File: src/rtl/operand_fetch_stage_if.sv
// Decode-side and execute-side handshake bundle for operand_fetch_stage.
// master = the decode/execute environment, slave = the stage itself.
interface operand_fetch_stage_if #(
  parameter int OP_W   = 12,
  parameter int DATA_W = 16
);
  logic              in_valid;
  logic              in_ready;
  logic [OP_W-1:0]   in_op;
  logic [3:0]        in_rs1;
  logic [3:0]        in_rs2;
  logic [3:0]        in_rd;
  logic              in_rd_we;

  logic              out_valid;
  logic              out_ready;
  logic [OP_W-1:0]   out_op;
  logic [3:0]        out_rd;
  logic              out_rd_we;
  logic [DATA_W-1:0] out_a;
  logic [DATA_W-1:0] out_b;

  modport master (
    output in_valid, in_op, in_rs1, in_rs2, in_rd, in_rd_we, out_ready,
    input  in_ready, out_valid, out_op, out_rd, out_rd_we, out_a, out_b
  );

  modport slave (
    input  in_valid, in_op, in_rs1, in_rs2, in_rd, in_rd_we, out_ready,
    output in_ready, out_valid, out_op, out_rd, out_rd_we, out_a, out_b
  );
endinterface

File: src/rtl/operand_fetch_stage.sv
// Issue / operand-fetch stage: regfile read, RAW/WAW scoreboard, operand hold under backpressure.
// Define OPFETCH_FWD_EN to let a writeback on the accept edge clear hazards and bypass its data.
module operand_fetch_stage #(
  parameter int OP_W   = 12,
  parameter int DATA_W = 16
) (
  input  logic              clk,
  input  logic              rst_n,
  operand_fetch_stage_if.slave bus,
  output logic [3:0]        rf_rd_1,
  output logic [3:0]        rf_rd_2,
  input  logic [DATA_W-1:0] rf_rd_1_data,
  input  logic [DATA_W-1:0] rf_rd_2_data,
  input  logic              wb_en,
  input  logic [3:0]        wb_wr,
  input  logic [DATA_W-1:0] wb_data,
  output logic [15:0]       pending
);

`ifdef OPFETCH_FWD_EN
  localparam bit FWD_EN = 1'b1;
`else
  localparam bit FWD_EN = 1'b0;
`endif

  logic              out_valid_q, out_valid_d;
  logic [OP_W-1:0]   out_op_q, out_op_d;
  logic [3:0]        out_rd_q, out_rd_d;
  logic              out_rd_we_q, out_rd_we_d;
  logic              fresh_q, fresh_d;
  logic [3:0]        rs1_q, rs1_d;
  logic [3:0]        rs2_q, rs2_d;
  logic              byp1_q, byp1_d;
  logic              byp2_q, byp2_d;
  logic [DATA_W-1:0] byp_data_q, byp_data_d;
  logic [DATA_W-1:0] hold1_q, hold1_d;
  logic [DATA_W-1:0] hold2_q, hold2_d;
  logic [15:0]       pending_q, pending_d;

  logic clr_rs1, clr_rs2, clr_rd;
  logic raw1, raw2, waw, haz, accept;
  logic [DATA_W-1:0] op_a, op_b;

  assign clr_rs1 = FWD_EN && wb_en && (wb_wr == bus.in_rs1);
  assign clr_rs2 = FWD_EN && wb_en && (wb_wr == bus.in_rs2);
  assign clr_rd  = FWD_EN && wb_en && (wb_wr == bus.in_rd);

  assign raw1 = (bus.in_rs1 != 4'd0) && pending_q[bus.in_rs1] && !clr_rs1;
  assign raw2 = (bus.in_rs2 != 4'd0) && pending_q[bus.in_rs2] && !clr_rs2;
  assign waw  = bus.in_rd_we && (bus.in_rd != 4'd0) && pending_q[bus.in_rd] && !clr_rd;
  assign haz  = raw1 || raw2 || waw;

  assign bus.in_ready = (!out_valid_q || bus.out_ready) && !haz;
  assign accept       = bus.in_valid && bus.in_ready;

  assign rf_rd_1 = bus.in_rs1;
  assign rf_rd_2 = bus.in_rs2;

  // The regfile data is only meaningful in the first cycle after accept; later it tracks new addresses.
  always_comb begin
    op_a = '0;
    op_b = '0;
    if (rs1_q != 4'd0) op_a = fresh_q ? (byp1_q ? byp_data_q : rf_rd_1_data) : hold1_q;
    if (rs2_q != 4'd0) op_b = fresh_q ? (byp2_q ? byp_data_q : rf_rd_2_data) : hold2_q;
  end

  always_comb begin
    out_valid_d = out_valid_q;
    out_op_d    = out_op_q;
    out_rd_d    = out_rd_q;
    out_rd_we_d = out_rd_we_q;
    fresh_d     = fresh_q;
    rs1_d       = rs1_q;
    rs2_d       = rs2_q;
    byp1_d      = byp1_q;
    byp2_d      = byp2_q;
    byp_data_d  = byp_data_q;
    hold1_d     = hold1_q;
    hold2_d     = hold2_q;

    if (accept) begin
      out_valid_d = 1'b1;
      out_op_d    = bus.in_op;
      out_rd_d    = bus.in_rd;
      out_rd_we_d = bus.in_rd_we;
      fresh_d     = 1'b1;
      rs1_d       = bus.in_rs1;
      rs2_d       = bus.in_rs2;
      byp1_d      = clr_rs1;
      byp2_d      = clr_rs2;
      byp_data_d  = FWD_EN ? wb_data : '0;
    end else if (out_valid_q && bus.out_ready) begin
      out_valid_d = 1'b0;
    end

    if (out_valid_q && !bus.out_ready && fresh_q) begin
      hold1_d = op_a;
      hold2_d = op_b;
      fresh_d = 1'b0;
    end
  end

  // A set from this edge's accept overrides a clear from this edge's writeback.
  always_comb begin
    pending_d = pending_q;
    if (wb_en) pending_d[wb_wr] = 1'b0;
    if (accept && bus.in_rd_we && (bus.in_rd != 4'd0)) pending_d[bus.in_rd] = 1'b1;
    pending_d[0] = 1'b0;
  end

  always_ff @(posedge clk or negedge rst_n) begin
    if (!rst_n) begin
      out_valid_q <= 1'b0;
      out_op_q    <= '0;
      out_rd_q    <= '0;
      out_rd_we_q <= 1'b0;
      fresh_q     <= 1'b0;
      rs1_q       <= '0;
      rs2_q       <= '0;
      byp1_q      <= 1'b0;
      byp2_q      <= 1'b0;
      byp_data_q  <= '0;
      hold1_q     <= '0;
      hold2_q     <= '0;
      pending_q   <= '0;
    end else begin
      out_valid_q <= out_valid_d;
      out_op_q    <= out_op_d;
      out_rd_q    <= out_rd_d;
      out_rd_we_q <= out_rd_we_d;
      fresh_q     <= fresh_d;
      rs1_q       <= rs1_d;
      rs2_q       <= rs2_d;
      byp1_q      <= byp1_d;
      byp2_q      <= byp2_d;
      byp_data_q  <= byp_data_d;
      hold1_q     <= hold1_d;
      hold2_q     <= hold2_d;
      pending_q   <= pending_d;
    end
  end

  assign bus.out_valid = out_valid_q;
  assign bus.out_op    = out_op_q;
  assign bus.out_rd    = out_rd_q;
  assign bus.out_rd_we = out_rd_we_q;
  assign bus.out_a     = op_a;
  assign bus.out_b     = op_b;
  assign pending       = pending_q;

endmodule

File: src/flat_wrapper.sv
// flat-port wrapper written by rule: the top's interface ports become plain ports
module operand_fetch_stage_flat 
#(
  parameter int OP_W   = 12,
  parameter int DATA_W = 16
)
  (clk, rst_n, rf_rd_1, rf_rd_2, rf_rd_1_data, rf_rd_2_data, wb_en, wb_wr, wb_data, pending, bus_in_valid, bus_in_op, bus_in_rs1, bus_in_rs2, bus_in_rd, bus_in_rd_we, bus_out_ready, bus_in_ready, bus_out_valid, bus_out_op, bus_out_rd, bus_out_rd_we, bus_out_a, bus_out_b);
  operand_fetch_stage_if #(.OP_W(OP_W), .DATA_W(DATA_W)) bus_i ();
  input  logic clk;
  input  logic rst_n;
  output logic [3:0] rf_rd_1;
  output logic [3:0] rf_rd_2;
  input  logic [DATA_W-1:0] rf_rd_1_data;
  input  logic [DATA_W-1:0] rf_rd_2_data;
  input  logic wb_en;
  input  logic [3:0] wb_wr;
  input  logic [DATA_W-1:0] wb_data;
  output logic [15:0] pending;
  input wire logic [$bits(bus_i.in_valid)-1:0] bus_in_valid;
  input wire logic [$bits(bus_i.in_op)-1:0] bus_in_op;
  input wire logic [$bits(bus_i.in_rs1)-1:0] bus_in_rs1;
  input wire logic [$bits(bus_i.in_rs2)-1:0] bus_in_rs2;
  input wire logic [$bits(bus_i.in_rd)-1:0] bus_in_rd;
  input wire logic [$bits(bus_i.in_rd_we)-1:0] bus_in_rd_we;
  input wire logic [$bits(bus_i.out_ready)-1:0] bus_out_ready;
  output wire logic [$bits(bus_i.in_ready)-1:0] bus_in_ready;
  output wire logic [$bits(bus_i.out_valid)-1:0] bus_out_valid;
  output wire logic [$bits(bus_i.out_op)-1:0] bus_out_op;
  output wire logic [$bits(bus_i.out_rd)-1:0] bus_out_rd;
  output wire logic [$bits(bus_i.out_rd_we)-1:0] bus_out_rd_we;
  output wire logic [$bits(bus_i.out_a)-1:0] bus_out_a;
  output wire logic [$bits(bus_i.out_b)-1:0] bus_out_b;
  assign bus_i.in_valid = bus_in_valid;
  assign bus_i.in_op = bus_in_op;
  assign bus_i.in_rs1 = bus_in_rs1;
  assign bus_i.in_rs2 = bus_in_rs2;
  assign bus_i.in_rd = bus_in_rd;
  assign bus_i.in_rd_we = bus_in_rd_we;
  assign bus_i.out_ready = bus_out_ready;
  assign bus_in_ready = bus_i.in_ready;
  assign bus_out_valid = bus_i.out_valid;
  assign bus_out_op = bus_i.out_op;
  assign bus_out_rd = bus_i.out_rd;
  assign bus_out_rd_we = bus_i.out_rd_we;
  assign bus_out_a = bus_i.out_a;
  assign bus_out_b = bus_i.out_b;
  operand_fetch_stage #(.OP_W(OP_W), .DATA_W(DATA_W)) u_core (.clk(clk), .rst_n(rst_n), .bus(bus_i), .rf_rd_1(rf_rd_1), .rf_rd_2(rf_rd_2), .rf_rd_1_data(rf_rd_1_data), .rf_rd_2_data(rf_rd_2_data), .wb_en(wb_en), .wb_wr(wb_wr), .wb_data(wb_data), .pending(pending));
endmodule
File: config.mk
export PLATFORM = sky130hd
export DESIGN_NAME = operand_fetch_stage_flat
export DESIGN_NICKNAME = d
export VERILOG_FILES = /design/src/rtl/operand_fetch_stage_if.sv /design/src/rtl/operand_fetch_stage.sv /design/src/flat_wrapper.sv
export SDC_FILE = /design/constraint.sdc
export NUM_CORES = 1
export LEC_CHECK = 0
export BUFFER_PORTS_ARGS = -buffer_cell sky130_fd_sc_hd__buf_2
export CORE_ASPECT_RATIO = 0.8
export CORE_UTILIZATION = 45
export CTS_BUF_LIST = sky130_fd_sc_hd__clkbuf_8
export CTS_CLUSTER_DIAMETER = 120
export CTS_CLUSTER_SIZE = 40
export DETAILED_ROUTE_END_ITERATION = 8
export GPL_TIMING_DRIVEN = 0
export PLACE_DENSITY = 0.84
export SLEW_MARGIN = 25
export SYNTH_ARGS = -nofsm -noshare
export SYNTH_HDL_FRONTEND = slang
export SYNTH_SLANG_ARGS = --single-unit
File: constraint.sdc
create_clock -name clk -period 2.7 [get_ports clk]
set_clock_uncertainty 0.1 [all_clocks]
set_input_delay 0 -clock clk [delete_from_list [all_inputs] [get_ports clk]]
set_output_delay 0 -clock clk [all_outputs]
set_load 0.01 [all_outputs]
==> results.rst <==
.. list-table::
   :header-rows: 1

   * - Metric
     - Value
   * - Rows
     - 29
   * - Overall Global Routing Usage
     - 0.253
   * - Share of synthesized flip-flops with an asynchronous set or reset
     - 1.00
   * - Post-layout min period
     - 2.65 ns
   * - Final number of hold-violating endpoints
     - 1
   * - Hold path depth
     - 4
   * - Effective utilization at floorplan
     - 0.477
   * - Count of buffers inserted at the top-level ports
     - 137
   * - Pin count of the biggest net entering global routing
     - 47
   * - Highest clock frequency the design can meet
     - 377 MHz
   * - Worst Path Class, Setup
     - flop to flop
   * - Number of nets in the finished design
     - 605
   * - Slew at the pin closest to its max-slew limit
     - 0.808 ns
   * - Flop and latch count out of synthesis
     - between 70 and 80
   * - # IOs
     - 157
   * - Clk slew on worst S/H paths
     - 0.09 ns
   * - Vias per Instance
     - 5.47
   * - Number of inserted filler cells in the final layout
     - 622
   * - Synthesized area
     - 3900 µm²
   * - Antenna violations before repair
     - 0
   * - Inserted Diodes
     - 0
   * - End of the worst register-to-register path
     - u_core.pending[14]
   * - Arr. time, crit path
     - approximately 2.8 ns
   * - Vias post-DR
     - 3476
   * - Chip Width
     - 106 µm
   * - Logic gate share of total power
     - 0.451
   * - TritonCTS clock tree
     - built
   * - R2r startpoint
     - u_core.pending[12]
   * - Final Wtd Congestion
     - 0.960
   * - Sequential-to-total area share from yosys stat
     - 0.475
   * - Signed area change from the synthesized netlist to the final layout
     - 42.3%
   * - Synth area leader
     - sky130_fd_sc_hd__dfrtp_1
   * - CTS H-tree lvls
     - 3
   * - Class of the most critical hold timing path
     - input port to flop
   * - Worst-skew pair later-pin latency
     - 0.34 ns
   * - Most common cell after layout, fill and taps aside
     - sky130_fd_sc_hd__buf_2
   * - Synth warn
     - 0
   * - Average detailed-routed wire length per instance
     - 17.7 µm
   * - Number of detailed-routing iterations run before antenna repair
     - 6
   * - Fin. max-slew vios
     - 0
   * - Mean instance size in the synthesized netlist
     - around 12 µm²
   * - Power share of the sequential group
     - 0.362
   * - Overflow left after global routing
     - 0
   * - Endpoint class of the critical path
     - flop
   * - Area after DPL
     - 4760 µm²
   * - Clock Sink Count
     - 74
   * - Worst slack on hold paths
     - -0.00625 ns
   * - First-pass GRT wire length
     - around 18000 µm
   * - Hold-critical path endpoint
     - u_core.hold2_q[7]
   * - Number of distinct library cells after synthesis
     - 35
   * - Run status
     - finished, violations left
   * - Final core utilization
     - 0.679
   * - Switching part of the total power
     - 0.359
   * - Placed wire-length estimate after detailed placement
     - between 7000 and 8000 µm
   * - CTS buffer count
     - 9
   * - Number of nets in the synthesized netlist
     - 396
   * - Antenna Nets Post-Route
     - 0
   * - Number of global-route vias before repair
     - 3526
   * - Internal reg-to-reg setup slack
     - between 0.04 and 0.05 ns
   * - Hold path startpoint
     - rf_rd_2_data[7]
   * - Share of final-layout standard cells stronger than drive strength 1
     - 0.488
   * - Clock power frac
     - 0.187
   * - Violations in the final reports
     - negative hold slack
   * - Total setup violations reported at the end of the flow
     - 0
   * - CP required
     - 2.83 ns
   * - Startpoint Class
     - flop
   * - Net switching power figure
     - roughly 1800 µW
   * - Routed wire length
     - 11200 µm
   * - Share of the synthesized area in the top cell type
     - 0.475
   * - Die Outline Area
     - 9040 µm²
   * - Post-detailed-route DRC marker count
     - 0
   * - Chip Height
     - 85.2 µm
   * - Number of enable flip-flop cells after synthesis
     - 0
   * - Top area cells in the synthesized netlist
     - sky130_fd_sc_hd__dfrtp_1 48%, sky130_fd_sc_hd__mux2_2 17%, sky130_fd_sc_hd__mux2i_1 11%
   * - Cell at the root of the clock tree
     - sky130_fd_sc_hd__clkbuf_8
   * - Max_slew headroom
     - 0.461
   * - Power Internal
     - 3250 µW
   * - Largest vdd supply drop
     - 0.586 mV
   * - Final std cell area, no fill
     - approximately 5500 µm²
   * - Maximum capacitance violations
     - 0
   * - Most frequent cells in the layout
     - 136 x sky130_fd_sc_hd__buf_2, 72 x sky130_fd_sc_hd__dfrtp_1, 57 x sky130_fd_sc_hd__mux2_2
   * - Depth of the worst register-to-register path
     - 7
   * - Crit path max fanout
     - 7
   * - Power per cell area
     - 915 nW/µm²
   * - Cell count after synthesis
     - 314
   * - Max Root-Sink Buffers
     - 2
   * - Iter 0 DRT Violations
     - 257
   * - Core outline area
     - 8160 µm²
   * - Maximum cell stage delay along the critical path
     - 0.50 ns
   * - Final period utilization
     - 0.983
   * - Slowest cell on the critical path
     - sky130_fd_sc_hd__mux4_2
   * - Cell-by-cell listing of the critical path
     - mux4_2, mux2_4, a2111oi_4, o311ai_4, buf_6, buf_4, o31ai_1
   * - Leakage power of the design
     - approximately 0.0027 µW
   * - Top FF cell, synth
     - sky130_fd_sc_hd__dfrtp_1
## power groups by stage
stage / logic, µW / clock network (µW) / registers (µW)
global placement: 2050 / 0 / 1810
detailed placement: 2120 / 0 / 1850
global route: 2470 / 1010 / 1890
CTS: 2190 / 962 / 1830
floorplan: 1330 / 0 / 1840
finish: 2290 / 950 / 1840
## state kept, by name, indices dropped and copies added (netlist names), 4 cells and up
register / cells
u_core.hold1_q: 16
u_core.hold2_q: 16
u_core.pending: 15
u_core.bus.out_op: 12
u_core.bus.out_rd: 4
u_core.rs1_q: 4
u_core.rs2_q: 4
## stage by stage
| stage | TNS, ns | cells | setup WS, ns | total power (µW) |
|---|---|---|---|---|
| floorplan | 0 | 314 | 0.192 | 3170 |
| global placement | 0 | 559 | 0.0386 | 3860 |
| detailed placement | -0.0862 | 560 | -0.0404 | 3970 |
| CTS | 0 | 622 | 0.0581 | 4980 |
| global route | -0.00849 | 635 | -0.00849 | 5370 |
| finish | 0 | 635 | 0.0457 | 5070 |
## cell usage after synthesis, types with 2 or more instances
cell / number
sky130_fd_sc_hd__dfrtp_1: 74
sky130_fd_sc_hd__mux2_2: 58
sky130_fd_sc_hd__mux2i_1: 41
sky130_fd_sc_hd__nor2_1: 33
sky130_fd_sc_hd__o21ai_0: 15
sky130_fd_sc_hd__o31ai_1: 15
sky130_fd_sc_hd__buf_4: 9
sky130_fd_sc_hd__buf_1: 7
sky130_fd_sc_hd__clkbuf_1: 6
sky130_fd_sc_hd__nand3b_1: 6
sky130_fd_sc_hd__nand2_1: 5
sky130_fd_sc_hd__nand2b_1: 5
sky130_fd_sc_hd__a21oi_1: 4
sky130_fd_sc_hd__mux4_1: 4
sky130_fd_sc_hd__nand3_1: 4
sky130_fd_sc_hd__buf_6: 3
sky130_fd_sc_hd__mux4_2: 3
sky130_fd_sc_hd__and2_1: 2
sky130_fd_sc_hd__nor2b_1: 2
sky130_fd_sc_hd__nor4_1: 2
sky130_fd_sc_hd__or3b_2: 2
## worst max path at each step
stage | endpoint | slack, ns | start
global route | u_core.pending[12] | -0.008 | u_core.pending[12]
floorplan | u_core.bus.out_op[10] | 0.19 | u_core.pending[11]
detailed placement | u_core.pending[8] | -0.04 | u_core.pending[11]
finish | u_core.pending[14] | 0.05 | u_core.pending[12]
global placement | u_core.bus.out_op[10] | 0.04 | u_core.pending[12]
CTS | bus_in_ready | 0.06 | u_core.pending[11]
## final cells by class
| cell class | count | area, µm² | share of cell area |
|---|---|---|---|
| Buffer | 26 | 155 | 0.0280 |
| Clock buffer | 10 | 138 | 0.0248 |
| Clock inverter | 5 | 80.1 | 0.0144 |
| Inverter | 1 | 3.75 | 0.000677 |
| Multi-Input combinational cell | 213 | 1900 | 0.343 |
| Sequential cell | 74 | 1850 | 0.334 |
| Tap cell | 108 | 135 | 0.0244 |
| Timing Repair Buffer | 198 | 1280 | 0.231 |
## layer usage
layer,vias up,wire (µm),GRT usage
li1,1568,-,-
met1,1672,4540,0.314
met2,192,5510,0.427
met3,44,839,0.0691
met4,0,355,0.0871
met5,-,0,0
## timing repair
action / CTS / global route
pin swaps: 1 / 1
resized for setup: 0 / 7
hold endpoints to repair: 120 / 0
setup endpoints to repair: 9 / 20
setup buffers: 2 / 13
hold buffers: 45 / 0
## kinds of logic after synthesis
family | Yosys count | share of synthesized area
other | 1 | 0.000962
and+or+nand+nor | 65 | 0.0841
muxes | 107 | 0.321
AOI/OAI and AO/OA | 40 | 0.0777
buffers and inverters | 27 | 0.0408
DFF | 74 | 0.475
## critical path: cells and delay by family (launching register included)
| family | cells | cell delay, ns |
|---|---|---|
| mux | 2 | 0.80 |
| flops | 1 | 0.44 |
| buf+inv | 2 | 0.32 |
| compound gates | 3 | 0.90 |
(Power assumes the default switching activity.)
